`src/rtl/inst_inject_trace.sv`:
```
// Instruction injection / single-step front end for a processor decoder, with a
// circular trace buffer that records {wrt_en, pc_in, wrt_val} on every committed cycle.
module inst_inject_trace #(
  parameter int                        DBITS          = 32,
  parameter int                        INST_BIT_WIDTH = 32,
  parameter int                        INJ_DEPTH      = 8,
  parameter int                        TRACE_DEPTH    = 16,
  parameter logic [INST_BIT_WIDTH-1:0] NOP_WORD       = 32'h80000000
) (
  input  logic                           clk,
  input  logic                           reset,
  input  logic [1:0]                     mode,
  input  logic                           step,
  input  logic                           inj_valid,
  input  logic [INST_BIT_WIDTH-1:0]      inj_word,
  output logic                           inj_ready,
  input  logic [INST_BIT_WIDTH-1:0]      imem_word,
  output logic [INST_BIT_WIDTH-1:0]      inst_out,
  output logic                           stall,
  input  logic [DBITS-1:0]               pc_in,
  input  logic                           wrt_en,
  input  logic [DBITS-1:0]               wrt_val,
  input  logic                           trace_rd_en,
  output logic [2*DBITS:0]               trace_rd_data,
  output logic [$clog2(TRACE_DEPTH):0]   trace_count,
  output logic                           trace_overflow
);

  localparam int IAW = $clog2(INJ_DEPTH);
  localparam int TAW = $clog2(TRACE_DEPTH);
  localparam int TW  = 2 * DBITS + 1;
  localparam logic [TAW:0] TRACE_FULL = (TAW + 1)'(TRACE_DEPTH);

  localparam logic [1:0] MODE_PASS   = 2'd0;
  localparam logic [1:0] MODE_INJECT = 2'd1;
  localparam logic [1:0] MODE_STEP   = 2'd2;

  typedef enum logic [2:0] {
    S_PASS,
    S_INJ,
    S_STEP_IDLE,
    S_STEP_ARM,
    S_HALT
  } stateT;

  stateT stateQ, stateNext;

  // Injection FIFO: pointers carry one extra bit to tell full from empty.
  logic [INST_BIT_WIDTH-1:0] injMem [INJ_DEPTH];
  logic [IAW:0]              injWr, injRd;
  logic                      injEmpty, injFull, injPush, injPop;

  logic [TW-1:0]  trMem [TRACE_DEPTH];
  logic [TAW-1:0] trWr, trRd;
  logic [TAW:0]   trCount;
  logic           trFull, trRdValid, trOverwrite;

  logic commit;

  // ---------------- state register ----------------
  always_ff @(posedge clk) begin
    // NOTE: sequential state uses non-blocking assignments so every register
    // samples pre-edge values regardless of block ordering.
    if (reset) stateQ <= S_PASS;
    else       stateQ <= stateNext;
  end

  // ---------------- next-state logic ----------------
  always_comb begin
    // NOTE: default assignment first so no path leaves stateNext unassigned (no latch).
    stateNext = S_HALT;
    case (mode)
      MODE_PASS:   stateNext = S_PASS;
      MODE_INJECT: stateNext = S_INJ;
      MODE_STEP: begin
        // A step only arms from idle; a step seen while armed is dropped.
        if (stateQ == S_STEP_IDLE && step) stateNext = S_STEP_ARM;
        else                               stateNext = S_STEP_IDLE;
      end
      default:     stateNext = S_HALT;
    endcase
  end

  // ---------------- output logic ----------------
  always_comb begin
    inst_out = NOP_WORD;
    stall    = 1'b1;
    commit   = 1'b0;
    if (!reset) begin
      case (stateQ)
        S_PASS: begin
          inst_out = imem_word;
          stall    = 1'b0;
          commit   = 1'b1;
        end
        S_INJ, S_STEP_ARM: begin
          if (!injEmpty) begin
            inst_out = injMem[injRd[IAW-1:0]];
            stall    = 1'b0;
            commit   = 1'b1;
          end
        end
        default: ;
      endcase
    end
  end

  // ---------------- injection FIFO ----------------
  assign injEmpty  = (injWr == injRd);
  assign injFull   = (injWr[IAW] != injRd[IAW]) && (injWr[IAW-1:0] == injRd[IAW-1:0]);
  assign inj_ready = !injFull;
  assign injPush   = inj_valid && !injFull && !reset;
  assign injPop    = commit && (stateQ != S_PASS);

  always_ff @(posedge clk) begin
    if (reset) begin
      injWr <= '0;
      injRd <= '0;
    end else begin
      if (injPush) injWr <= injWr + 1'b1;
      if (injPop)  injRd <= injRd + 1'b1;
    end
  end

  // NOTE: storage arrays are not reset; pointers alone define valid contents.
  always_ff @(posedge clk) begin
    if (injPush) injMem[injWr[IAW-1:0]] <= inj_word;
  end

  // ---------------- trace buffer ----------------
  assign trFull      = (trCount == TRACE_FULL);
  assign trRdValid   = trace_rd_en && (trCount != '0);
  // A same-cycle read frees the slot, so only an unread full buffer overwrites.
  assign trOverwrite = commit && trFull && !trRdValid;
  assign trace_count = trCount;

  always_ff @(posedge clk) begin
    if (reset) begin
      trWr           <= '0;
      trRd           <= '0;
      trCount        <= '0;
      trace_overflow <= 1'b0;
      trace_rd_data  <= '0;
    end else begin
      if (commit) trWr <= trWr + 1'b1;
      if (trRdValid) begin
        trace_rd_data <= trMem[trRd];
        trRd          <= trRd + 1'b1;
      end else if (trOverwrite) begin
        trRd           <= trRd + 1'b1;
        trace_overflow <= 1'b1;
      end
      if (commit && !trRdValid && !trFull) trCount <= trCount + 1'b1;
      else if (!commit && trRdValid)       trCount <= trCount - 1'b1;
    end
  end

  always_ff @(posedge clk) begin
    if (commit) trMem[trWr] <= {wrt_en, pc_in, wrt_val};
  end

endmodule

```
`config.mk`:
```
export PLATFORM = sky130hd
export DESIGN_NAME = inst_inject_trace
export DESIGN_NICKNAME = d
export VERILOG_FILES = /design/src/rtl/inst_inject_trace.sv
export SDC_FILE = /design/constraint.sdc
export NUM_CORES = 1
export LEC_CHECK = 0
export CORE_MARGIN = 10
export CORE_UTILIZATION = 54
export CTS_CLUSTER_DIAMETER = 50
export DETAILED_ROUTE_END_ITERATION = 10
export HOLD_SLACK_MARGIN = 0.03
export PLACE_DENSITY = 0.71
export SYNTH_ARGS = -nofsm -noshare
export SYNTH_HDL_FRONTEND = slang
export SYNTH_SLANG_ARGS = --single-unit
```
`constraint.sdc`:
```
create_clock -name clk -period 6 [get_ports clk]
set_input_delay 0.9 -clock clk [delete_from_list [all_inputs] [get_ports clk]]
set_output_delay 0.9 -clock clk [all_outputs]
set_load 0.005 [all_outputs]
```
; After elaboration in Yosys (flattened, before gate mapping)
; Memories as Yosys holds them, arrays and structs flattened. A register that Yosys moved wholly into a read port is not among the register bits.
; Index checks and enable logic that the tools add are counted.
[word_totals]
regBits = 25
ramBits = 1296
in_bits = 136
output_inout_bits = 105
word_cells = 70
memories = 2
[mem_list]
columns = memory, depth, width, rd, rd_ports_with_merged_regs, wr, line
row1 = trMem, 16, 65, 1, 1, 1, 53  ; logic [TW-1:0] trMem [TRACE_DEPTH];
row2 = injMem, 8, 32, 1, 1, 1, 49  ; logic [INST_BIT_WIDTH-1:0] injMem [INJ_DEPTH];
[op_classes]
add_sub_neg = 6
eq_ne = 9
n_mux = 21
bitwise = 1
reduce_logical = 24
[op_table]
columns = operator, count
row1 = $mux W32, 2
row2 = $pmux W32 S2, 1
row3 = $add A4 B1 Y4 const B, 4
row4 = $logic_and A1 B1 Y1, 11
row5 = $mux W5, 2
row6 = $mux W1, 9
row7 = $pmux W3 S3, 1
row8 = $mux W4, 2
row9 = $eq A3 B2 Y1 const B, 2
row10 = $mux W3, 2
row11 = $add A5 B1 Y5 const B, 1
row12 = $eq A5 B5 Y1 const B, 1
row13 = $logic_not A1 Y1, 5
row14 = $reduce_bool A5 Y1, 1
row15 = $sub A5 B1 Y5 const B, 1
row16 = $eq A4 B4 Y1, 1
row17 = $pmux W1 S2, 2
row18 = $reduce_bool A2 Y1, 2
row19 = $eq A3 B1 Y1 const B, 1
row20 = $eq A3 B3 Y1, 1
row21 = $logic_not A3 Y1, 1
row22 = $reduce_bool A3 Y1, 1
row23 = $eq A2 B1 Y1 const B, 1
row24 = $eq A2 B2 Y1 const B, 1
row25 = 5 further kinds, 5

; Logic depth before layout (Yosys ltp)
; Gate-level depths: netlist of the first run.
[logic_depth]
word_depth = 8
mapped_depth = 14
mapped_depth_nobuf = 12

; Worst setup path before layout of the first run
; Ideal clock, no wire load.
[synth_timing]
path_kind = reg2reg
from = register injWr[2]
to = memory trMem[1][0] (netlist name) (enable)
setup_ns = 0.568
arrival_time_ns = 5.739
t_required_ns = 5.432
slack_ns = -0.307
stages_incl_launch_ff = 8
path_buffers = 2
synth_period_minus_slack_ns = 6.307
path_cell_list = dfxtp_1 > buf_4 > xnor2_1 > a41o_1 > buf_6 > a21oi_4 > nand2_1 > nor3_1
[synth_via]
elab_chain_cells = 6
[synth_rtl]
columns = item, line
row1 = start: declaration, 50  ; logic [IAW:0] injWr, injRd;
row2 = start signal: assignment, 120  ; if (injPush) injWr <= injWr + 1'b1;
row3 = $eq A4 B4 Y1, 109  ; assign injEmpty = (injWr == injRd);
row4 = $mux W1, 97  ; if (!injEmpty) begin
row5 = $pmux W1 S2, 90  ; case (stateQ)
row6 = $mux W1, 89  ; if (!reset) begin
row7 = $mux W1, 159  ; if (commit) trMem[trWr] <= {wrt_en, pc_in, wrt_val};
row8 = $mux W1 (implied by the code), 159
row9 = end: declaration, 53
; No other way between the ends.

==> results by group, run 1 <==
Run status
  • Outcome: complete, no violations

CTS
  • Hold_buf cts: 0
  • Clk buf depth: 3
  • H-tree depth: 4
  • TritonCTS clock tree: yes
  • Post-CTS Setup Repair Bufs: 0
  • Cts bufs inserted: 142
  • Root buf cell: clkbuf_16
  • Worst-skew pair later-pin latency: 0.74 ns
  • Clk slew on worst S/H paths: 0.05 ns
  • PostCTS Resize Cnt: 0
  • Clock sink count: 1389

Critical path
  • CP Max Fanout: 43
  • Worst Path Arrival: 3.59 ns
  • Cell family with most CP delay: flip-flops
  • Crit-path slowest cell: dfxtp_2
  • Critical setup path kind: reg -> out
  • Critical path data required time: 5.10 ns
  • Buf/Inv on CP: 2
  • Cell Chain, Critical Path: buf_4 > mux4_2 > mux2i_1 > nor2_1 > a21oi_1 > nor2_1 > clkdlybuf4s50_1
  • Crit. End Element: output port
  • Startpoint types: register
  • Most used cell, CP: nor2_1
  • R2R setup slack: 2.12 ns
  • Critical path's largest stage delay: 1.07 ns

Floorplan
  • Top-level port count: 241
  • Die Span X: 332 µm
  • Starting Density: 54.4%
  • Die ar.: 110000 µm²
  • Row count: 114
  • Die H: 332 µm
  • CORE AREA: 96700 µm²

GRT
  • Largest net degree at the start of global routing: 172
  • Initial antenna violation count: 13
  • First-pass GRT wire length: 171000 µm
  • Number of global-route vias before repair: 26300
  • Total Routing Usage GR: 20.5%
  • GR Overflow Total: 0

Drt
  • Met3 wire len: 7270 µm
  • DR WL met2: 59300 µm
  • DR vias: 24700
  • DRC viols: 0
  • Top layer in use: met5
  • Post-DRT Antenna Nets: 0
  • DR pass1 iterations: 5
  • DR iter-0 viols: 2336
  • Met1 wire length: 45100 µm
  • Final wirelength: 113000 µm
  • Vias/cell: 6.02
  • WL/cell: 27.7 µm

STA
  • Post-Route Skew: 0.0202 ns
  • Worst hold slack: 0.447 ns
  • RSZ-0062 raised after global routing: no
  • Final min period: 4.49 ns
  • Max-slew violation count: 0
  • Final period utilization: 74.9%
  • Hold violation total from the final report: 0
  • Final TNS setup: 0 ns
  • Worst-Margin Slew: 1.37 ns
  • Final setup violating endpoints: 0
  • Relative slew slack: 8.42%
  • Top achievable clock speed: 223 MHz

Logic synthesis
  • Syn Nets: 2535
  • Total number of yosys warnings: 0
  • Post-synthesis cell type count: 41
  • Biggest area consumer among synthesized cells: edfxtp_1
  • Synth top area cells: edfxtp_1, mux4_2, dfxtp_1
  • FF+latch count, synth: 1389
  • Seq/Total Area, Yosys: 77.5%
  • Post-Syn Area: 52600 µm²
  • Syn Inst Count: 2387
  • Yosys top cell area share: 73.9%
  • Average cell area after synthesis: 22.0 µm²

Pwr
  • Cell Pwr Density: 378 nW/µm²
  • Leakage power: 19.1 nW
  • Maximum VDD drop: 295 µV

Placement
  • Port Buf Inserts: 240
  • Placed wire-length estimate: 61300 µm
  • GPL Wtd Cong: 0.745
  • Placed cells: 3832

Layout
  • Sequential cell area: 40800 µm²
  • Post-layout net count: 2848
  • Commonest non-fill, non-tap cell in the layout: edfxtp_1
  • Share of cells above drive strength 1: 24.1%
  • Most frequent cells in the layout: edfxtp_1, mux4_2, clkdlybuf4s50_1
  • Multi-input gate area: 11200 µm²
  • Filler instances: 6346
  • Non-filler instance count after layout: 4094
  • Area growth syn-to-layout: 17.1%

Run
  • Max_cap viols: 0

Min path
  • HP Class: reg -> reg
==> final timing paths <==
kind | startpoint | endpoint | cells past startpoint
setup reg to reg | injWr[2] | trMem[15][11] | 7
setup / recovery | register | inst_out[7] | 7
hold / removal | trace_rd_data[47] | trace_rd_data[47] | 2
hold reg to reg | trace_rd_data[47] | trace_rd_data[47] | 2
==> cell families (layout without fill, tap and decap cells) <==
kind of cell               Yosys count  count (layout)  share of synthesized area [%]
other                                0               1                              0
and+or+nand+nor                    222             222                           1.81
xor gates and xnor gates            15              15                          0.250
AOI/OAI and AO/OA                  122             122                           1.25
muxes                              428             428                           17.4
adders and majority gates           12              12                          0.300
buffers and inverters              199             629                           1.51
DFF                               1389            1389                           77.5
==> layer usage <==
metal | track usage [%] | vias to the layer above
met5 | 0 | -
met4 | 4.48 | 24
met3 | 4.59 | 173
met2 | 35.2 | 791
met1 | 26.8 | 13200
li1 | - | 10500
==> flip-flops by register name, indices dropped and copies added, names as in the netlist, named ones only <==
| name | count |
|---|---|
| trRd | 4 |
| injWr | 4 |
| trWr | 4 |
| injRd | 4 |
| injMem | 256 |
| trace_rd_data | 65 |
| trace_overflow | 1 |
| trace_count | 5 |
| stateQ | 3 |
| trMem | 1040 |
==> report_power, final <==
group | internal [mW] | switching, mW
Combinational | 1.75 | 1.50
Clock | 5.28 | 3.59
Sequential | 10.9 | 0.237
==> stage by stage <==
step | instance area, µm² | worst slack [ns] | util [%] | power, mW
after floorplan | 52600 | 1.44 | - | 13.4
after global placement | 56900 | 2.25 | 58.8 | 14.6
after detailed placement | 56900 | 2.11 | 58.8 | 14.7
after CTS | 61600 | 1.41 | 63.7 | 23.5
after global routing | 61600 | 1.25 | 63.7 | 24.1
final | 61600 | 1.51 | 63.7 | 23.3
==> worst min-delay path, delay by kind of cell, from the launching register on <==
family | cells | cell delay (ns)
flip-flops | 1 | 0.32
AO/OA/AOI/OAI | 1 | 0.05
AND/OR/NAND/NOR | 1 | 0.04
==> Yosys cell counts, drive strengths merged <==
master   number
nor3          9
a211oi        1
fa            1
inv          75
dfxtp        93
or4           1
ha           11
buf          42
nor4bb        1
mux4        389
nand3         6
nor3b         4
o21ai        72
and3          2
nand2b        4
mux2          5
a41oi         1
or3           7
nor2         99
a41o          2
a2bb2oi       1
nor2b         5
edfxtp     1296
a21oi        43
and3b         3
o21a          1
nand2        77
nor4          2
nand4         2
a211o         1
clkbuf       82
mux2i        34
xor2          6
xnor2         9
==> area by class of cell <==
type | instances | area share [%]
multi-input combinational | 799 | 18.2
clock inverter | 73 | 1.48
inverter | 75 | 0.457
sequential | 1389 | 66.2
timing repair buffer | 293 | 4.84
tap | 1276 | 2.59
antenna | 1 | 0.00406
clock buffer | 188 | 6.18
(Power assumes the default switching activity.)
==> inputs of run 2 (changes only) <==
Clock period 6 ns to 3.99 ns, I/O delays scaled along.
==> results by group, run 2 (synthesis results as in run 1) <==
Placement
  • GPL Wtd Cong: 0.726 (-2.6%)
  • Placed wire-length estimate: 60800 µm (-0.70%)
  • Port Buf Inserts: 240 (unchanged)
  • Placed cell area: 57200 µm² (+0.46%)

CTS
  • TritonCTS clock tree: yes
  • Cts bufs inserted: 142 (unchanged)
  • Hold_buf cts: 0 (unchanged)
  • Worst-skew pair later-pin latency: 0.76 ns (+0.02 ns)
  • H-tree depth: 4 (unchanged)
  • Clk slew on worst S/H paths: 0.06 ns (about the same)
  • Root buf cell: clkbuf_16
  • Clock sink count: 1389 (unchanged)
  • Clk buf depth: 3 (unchanged)

STA
  • Top achievable clock speed: 262 MHz
  • Worst hold slack: 0.288 ns (-0.159 ns)
  • Final min period: 3.81 ns
  • Final setup violating endpoints: 0 (unchanged)
  • Final period utilization: 95.6%
  • Worst-Margin Slew: 1.09 ns (-0.277 ns)
  • Post-Route Skew: 0.0387 ns (+0.0185 ns)
  • Hold violation total from the final report: 0 (unchanged)
  • RSZ-0062 raised after global routing: no
  • Max-slew violation count: 0 (unchanged)
  • Relative slew slack: 27.1% (+19 points)

Pwr
  • Cell Pwr Density: 562 nW/µm² (+49%)
  • Maximum VDD drop: 428 µV (+45%)
  • Leakage power: 19.3 nW (+0.77%)

Layout
  • Commonest non-fill, non-tap cell in the layout: edfxtp_1
  • Area growth syn-to-layout: 17.7%
  • Post-layout net count: 2864 (+0.56%)
  • Max FFs per register: 1040 (unchanged)
  • Most frequent cells in the layout: edfxtp_1, mux4_2, clkdlybuf4s50_1
  • Share of cells above drive strength 1: 24.8% (+0.65 points)
  • Largest reg by FF count: trMem
  • Post-route cell area: 62000 µm² (+0.55%)

Drt
  • DRC viols: 0 (unchanged)
  • DR iter-0 viols: 2520 (+7.9%)
  • Post-DRT Antenna Nets: 0 (unchanged)
  • DR vias: 24900 (+0.81%)
  • WL/cell: 27.5 µm (-0.66%)
  • Vias/cell: 6.04 (+0.25%)
  • DR pass1 iterations: 5 (unchanged)
  • Final wirelength: 113000 µm (-0.11%)

Floorplan
  • Starting Density: 54.4% (unchanged)
  • CORE AREA: 96700 µm² (unchanged)
  • Die ar.: 110000 µm² (unchanged)
  • Die H: 332 µm (unchanged)
  • Die Span X: 332 µm (unchanged)
  • Top-level port count: 241 (unchanged)
  • Row count: 114 (unchanged)

Critical path
  • Critical setup path kind: reg -> out
  • Crit-path slowest cell: dfxtp_1
  • Critical path's largest stage delay: 0.56 ns (-0.51 ns)
  • Most used cell, CP: nor2_1
  • Buf/Inv on CP: 2 (unchanged)
  • Crit. End Element: output port
  • Startpoint types: register
  • Cell Chain, Critical Path: xnor2_1 > a41o_1 > buf_4 > nor2_1 > a21oi_1 > nor2_1 > clkdlybuf4s50_1
  • Cell family with most CP delay: buffers and inverters
  • Worst Path Arrival: 3.22 ns (-0.37 ns)
  • CP Max Fanout: 34 (-21%)
  • Critical path data required time: 3.39 ns (-1.71 ns)
  • Critical path depth in cells: 7 (unchanged)
  • R2R depth: 11 (+4)

GRT
  • GR Overflow Total: 0 (unchanged)
  • Largest net degree at the start of global routing: 96 (-44%)
  • Initial antenna violation count: 17 (+4)
  • Number of global-route vias before repair: 26300 (+0.076%)
  • First-pass GRT wire length: 170000 µm (-0.28%)
  • Total Routing Usage GR: 20.6% (+0.064 points)

Run
  • Max_cap viols: 0 (unchanged)

Run status
  • Outcome: complete, no violations

Min path
  • HP Class: in -> reg
  • Hold depth: 2 (unchanged)
run 2: through the flow:
step	worst slack (ns)	instances	util, %	setup TNS (ns)	power, mW
6_report	0.175	4117	64.1	0	34.8
5_1_grt	0.0290	4114	64.1	0	36.1
4_1_cts	0.0586	4111	64.0	0	35.2
3_5_place_dp	0.734	3847	59.1	0	22.1
3_3_place_gp	0.853	3847	59.1	0	21.9
2_1_floorplan	-0.574	2387	-	-490.41	20.1
run 2: final timing paths:
kind / from / end / slack (ns)
setup / recovery: injWr[2] / inst_out[21] / 0.18
setup reg to reg: injWr[2] / trace_count[4] / 0.66
hold reg to reg: trace_rd_data[35] / trace_rd_data[35] / 0.45
hold / removal: reset / stateQ[0] / 0.29
run 2: power by group:
| group | internal (mW) | switching [mW] |
|---|---|---|
| Sequential | 16.4 | 0.259 |
| Combinational | 2.68 | 2.30 |
| Clock | 7.57 | 5.60 |
run 2: area by class of cell:
| type | count | area [µm²] |
|---|---|---|
| Timing Repair Buffer | 309 | 3260 |
| Sequential cell | 1389 | 40800 |
| Tap cell | 1276 | 1600 |
| Antenna cell | 5 | 12.5 |
| Inverter | 75 | 282 |
| Clock inverter | 75 | 941 |
| Multi-Input combinational cell | 799 | 11200 |
| Clock buffer | 189 | 3830 |
| Fill cell | 6297 | 34800 |
run 2: layer usage:
metal | vias up | GRT usage [%] | part of all wire (%)
met3 | 163 | 5.31 | 7.9
met4 | 24 | 5.47 | 1.8
met5 | - | 0 | 0.13
li1 | 10500 | - | -
met2 | 890 | 33.9 | 51
met1 | 13300 | 27.3 | 40
run 2: what timing repair did:
action / 4_1_cts / 5_1_grt
gates resized for setup: 0 / 0
endpoints found under the setup margin: 0 / 11
hold endpoints to repair: 0 / 0
setup buffers: 0 / 1
==> inputs of run 3 (changes only) <==
Settings changed: CAP_MARGIN set to 20.
==> results by group, run 3 (synthesis results as in run 1) <==
Floorplan
  • Die Span X: 332 µm (unchanged)
  • Starting Density: 54.4% (unchanged)
  • Top-level port count: 241 (unchanged)
  • CORE AREA: 96700 µm² (unchanged)
  • Row count: 114 (unchanged)
  • Die ar.: 110000 µm² (unchanged)
  • Die H: 332 µm (unchanged)

Min path
  • HP Class: in -> reg

Placement
  • Placed cells: 3847 (unchanged)
  • GPL Wtd Cong: 0.726 (unchanged)
  • Placed wire-length estimate: 60800 µm (unchanged)
  • Port Buf Inserts: 240 (unchanged)

Layout
  • Max FFs per register: 1040 (unchanged)
  • Share of cells above drive strength 1: 24.8% (+0.027 points)
  • Most frequent cells in the layout: edfxtp_1, mux4_2, clkdlybuf4s50_1
  • Commonest non-fill, non-tap cell in the layout: edfxtp_1
  • Largest reg by FF count: trMem
  • Post-layout net count: 2865 (+0.035%)
  • Area growth syn-to-layout: 17.8% (about the same)
  • Filler instances: 6297 (unchanged)
  • Non-filler instance count after layout: 4119 (+0.049%)

Pwr
  • Sequential Power Share: 47.8% (about the same)
  • Int Power: 26.7 mW (about the same)
  • Switch share: 23.5% (+0.029 points)
  • Total power: 34.8 mW (about the same)
  • Maximum VDD drop: 431 µV (+0.72%)
  • Cell Pwr Density: 562 nW/µm² (about the same)
  • Psw: 8.18 mW (+0.20%)
  • Leakage power: 19.3 nW (about the same)
  • Clock network fraction of total power: 37.8% (about the same)
  • Comb power frac: 14.3% (about the same)

Critical path
  • Most used cell, CP: nor2_1
  • Crit. End Element: output port
  • Critical path data required time: 3.39 ns (about the same)
  • Crit-path slowest cell: dfxtp_1
  • Critical path's largest stage delay: 0.55 ns (about the same)
  • CP Max Fanout: 34 (unchanged)
  • Critical setup path kind: reg -> out
  • Worst Path Arrival: 3.21 ns (about the same)
  • Cell Chain, Critical Path: xnor2_1 > a41o_1 > buf_4 > nor2_1 > a21oi_1 > nor2_1 > clkdlybuf4s50_1
  • Startpoint types: register

Drt
  • Vias/cell: 6.02 (-0.32%)
  • DR vias: 24800 (-0.27%)
  • DR pass1 iterations: 5 (unchanged)
  • DRC viols: 0 (unchanged)
  • Final wirelength: 113000 µm (about the same)
  • WL/cell: 27.5 µm (about the same)
  • Post-DRT Antenna Nets: 0 (unchanged)
  • DR iter-0 viols: 2439 (-3.2%)

CTS
  • Clk buf depth: 3 (unchanged)
  • TritonCTS clock tree: yes
  • H-tree depth: 4 (unchanged)
  • Hold_buf cts: 0 (unchanged)
  • Cts bufs inserted: 142 (unchanged)
  • Clk slew on worst S/H paths: 0.06 ns (about the same)
  • Root buf cell: clkbuf_16
  • Worst-skew pair later-pin latency: 0.76 ns (about the same)
  • Clock sink count: 1389 (unchanged)

STA
  • RSZ-0062 raised after global routing: no
  • Relative slew slack: 39.1% (+12 points)
  • Top achievable clock speed: 263 MHz (+0.18%)
  • Max-slew violation count: 0 (unchanged)
  • Worst-Margin Slew: 0.914 ns (-0.180 ns)
  • Final min period: 3.81 ns (-0.00699 ns)
  • Final setup violating endpoints: 0 (unchanged)
  • Hold violation total from the final report: 0 (unchanged)
  • Post-Route Skew: 0.0380 ns (-0.000688 ns)
  • Final period utilization: 95.4% (-0.18 points)
  • Worst hold slack: 0.283 ns (-0.00427 ns)

GRT
  • Largest net degree at the start of global routing: 96 (unchanged)
  • Total Routing Usage GR: 20.6% (unchanged)
  • First-pass GRT wire length: 170000 µm (unchanged)
  • GR Overflow Total: 0 (unchanged)
  • Initial antenna violation count: 17 (unchanged)
  • Number of global-route vias before repair: 26300 (unchanged)

Run
  • Max_cap viols: 0 (unchanged)

Run status
  • Outcome: complete, no violations
run 3: cell count changes in the layout (fill, tap and decap cells not counted):
cell     delta
buf_12      +1
diode_2     +1
run 3: area by class of cell:
class	instances	area, µm²	area share, %
antenna	6	15.0	0.0242
clock buffer	189	3830	6.18
clock inverter	75	941	1.52
inverter	75	282	0.454
multi-input combinational	799	11200	18.1
sequential	1389	40800	65.8
tap	1276	1600	2.58
timing repair buffer	310	3280	5.29
run 3: repair_timing:
item / 4_1_cts / 5_1_grt
buffers inserted: 0 / 1
gates resized for setup: 0 / 0
endpoints found under the setup margin: 0 / 11
run 3: power groups by stage:
stage / combinational, mW / clock [mW] / sequential (mW)
2_1_floorplan: 3.24 / 0 / 16.9
3_3_place_gp: 4.98 / 0 / 16.9
3_5_place_dp: 5.07 / 0 / 17.0
4_1_cts: 5.10 / 13.4 / 16.7
5_1_grt: 5.41 / 14.0 / 16.7
6_report: 4.99 / 13.2 / 16.7
run 3: per-layer routing:
layer  up-vias  GRT usage (%)  part of all wire [%]
li1      10500              -                     -
met1     13200           27.3                    40
met2       868           33.9                    51
met3       164           5.31                   7.8
met4        24           5.47                   1.8
met5         -              0                  0.13
run 3: through the flow:
step / worst slack [ns] / setup TNS [ns] / cell area (µm²) / utilization, %
2_1_floorplan: -0.574 / -490.41 / 52700 / -
3_3_place_gp: 0.853 / 0 / 57200 / 59.1
3_5_place_dp: 0.734 / 0 / 57200 / 59.1
4_1_cts: 0.0586 / 0 / 61900 / 64.0
5_1_grt: 0.0290 / 0 / 62000 / 64.1
6_report: 0.182 / 0 / 62000 / 64.1
run 3: critical path: cells and delay by family (launching register included):
kind                      cells  cell delay (ns)
AOI/OAI and AO/OA             2             0.48
xor gates and xnor gates      1             0.27
and+or+nand+nor               2             0.24
DFF                           1             0.55
buffers and inverters         2             0.90
run 3: worst paths after layout:
check	start	endpoint	slack, ns	depth (start not counted)
worst max-delay path	injWr[2]	inst_out[21]	0.18	7
worst max register to register	injWr[2]	trace_count[4]	0.68	11
worst min-delay path	reset	trace_overflow	0.28	2
worst min register to register	trace_rd_data[57]	trace_rd_data[57]	0.45	2
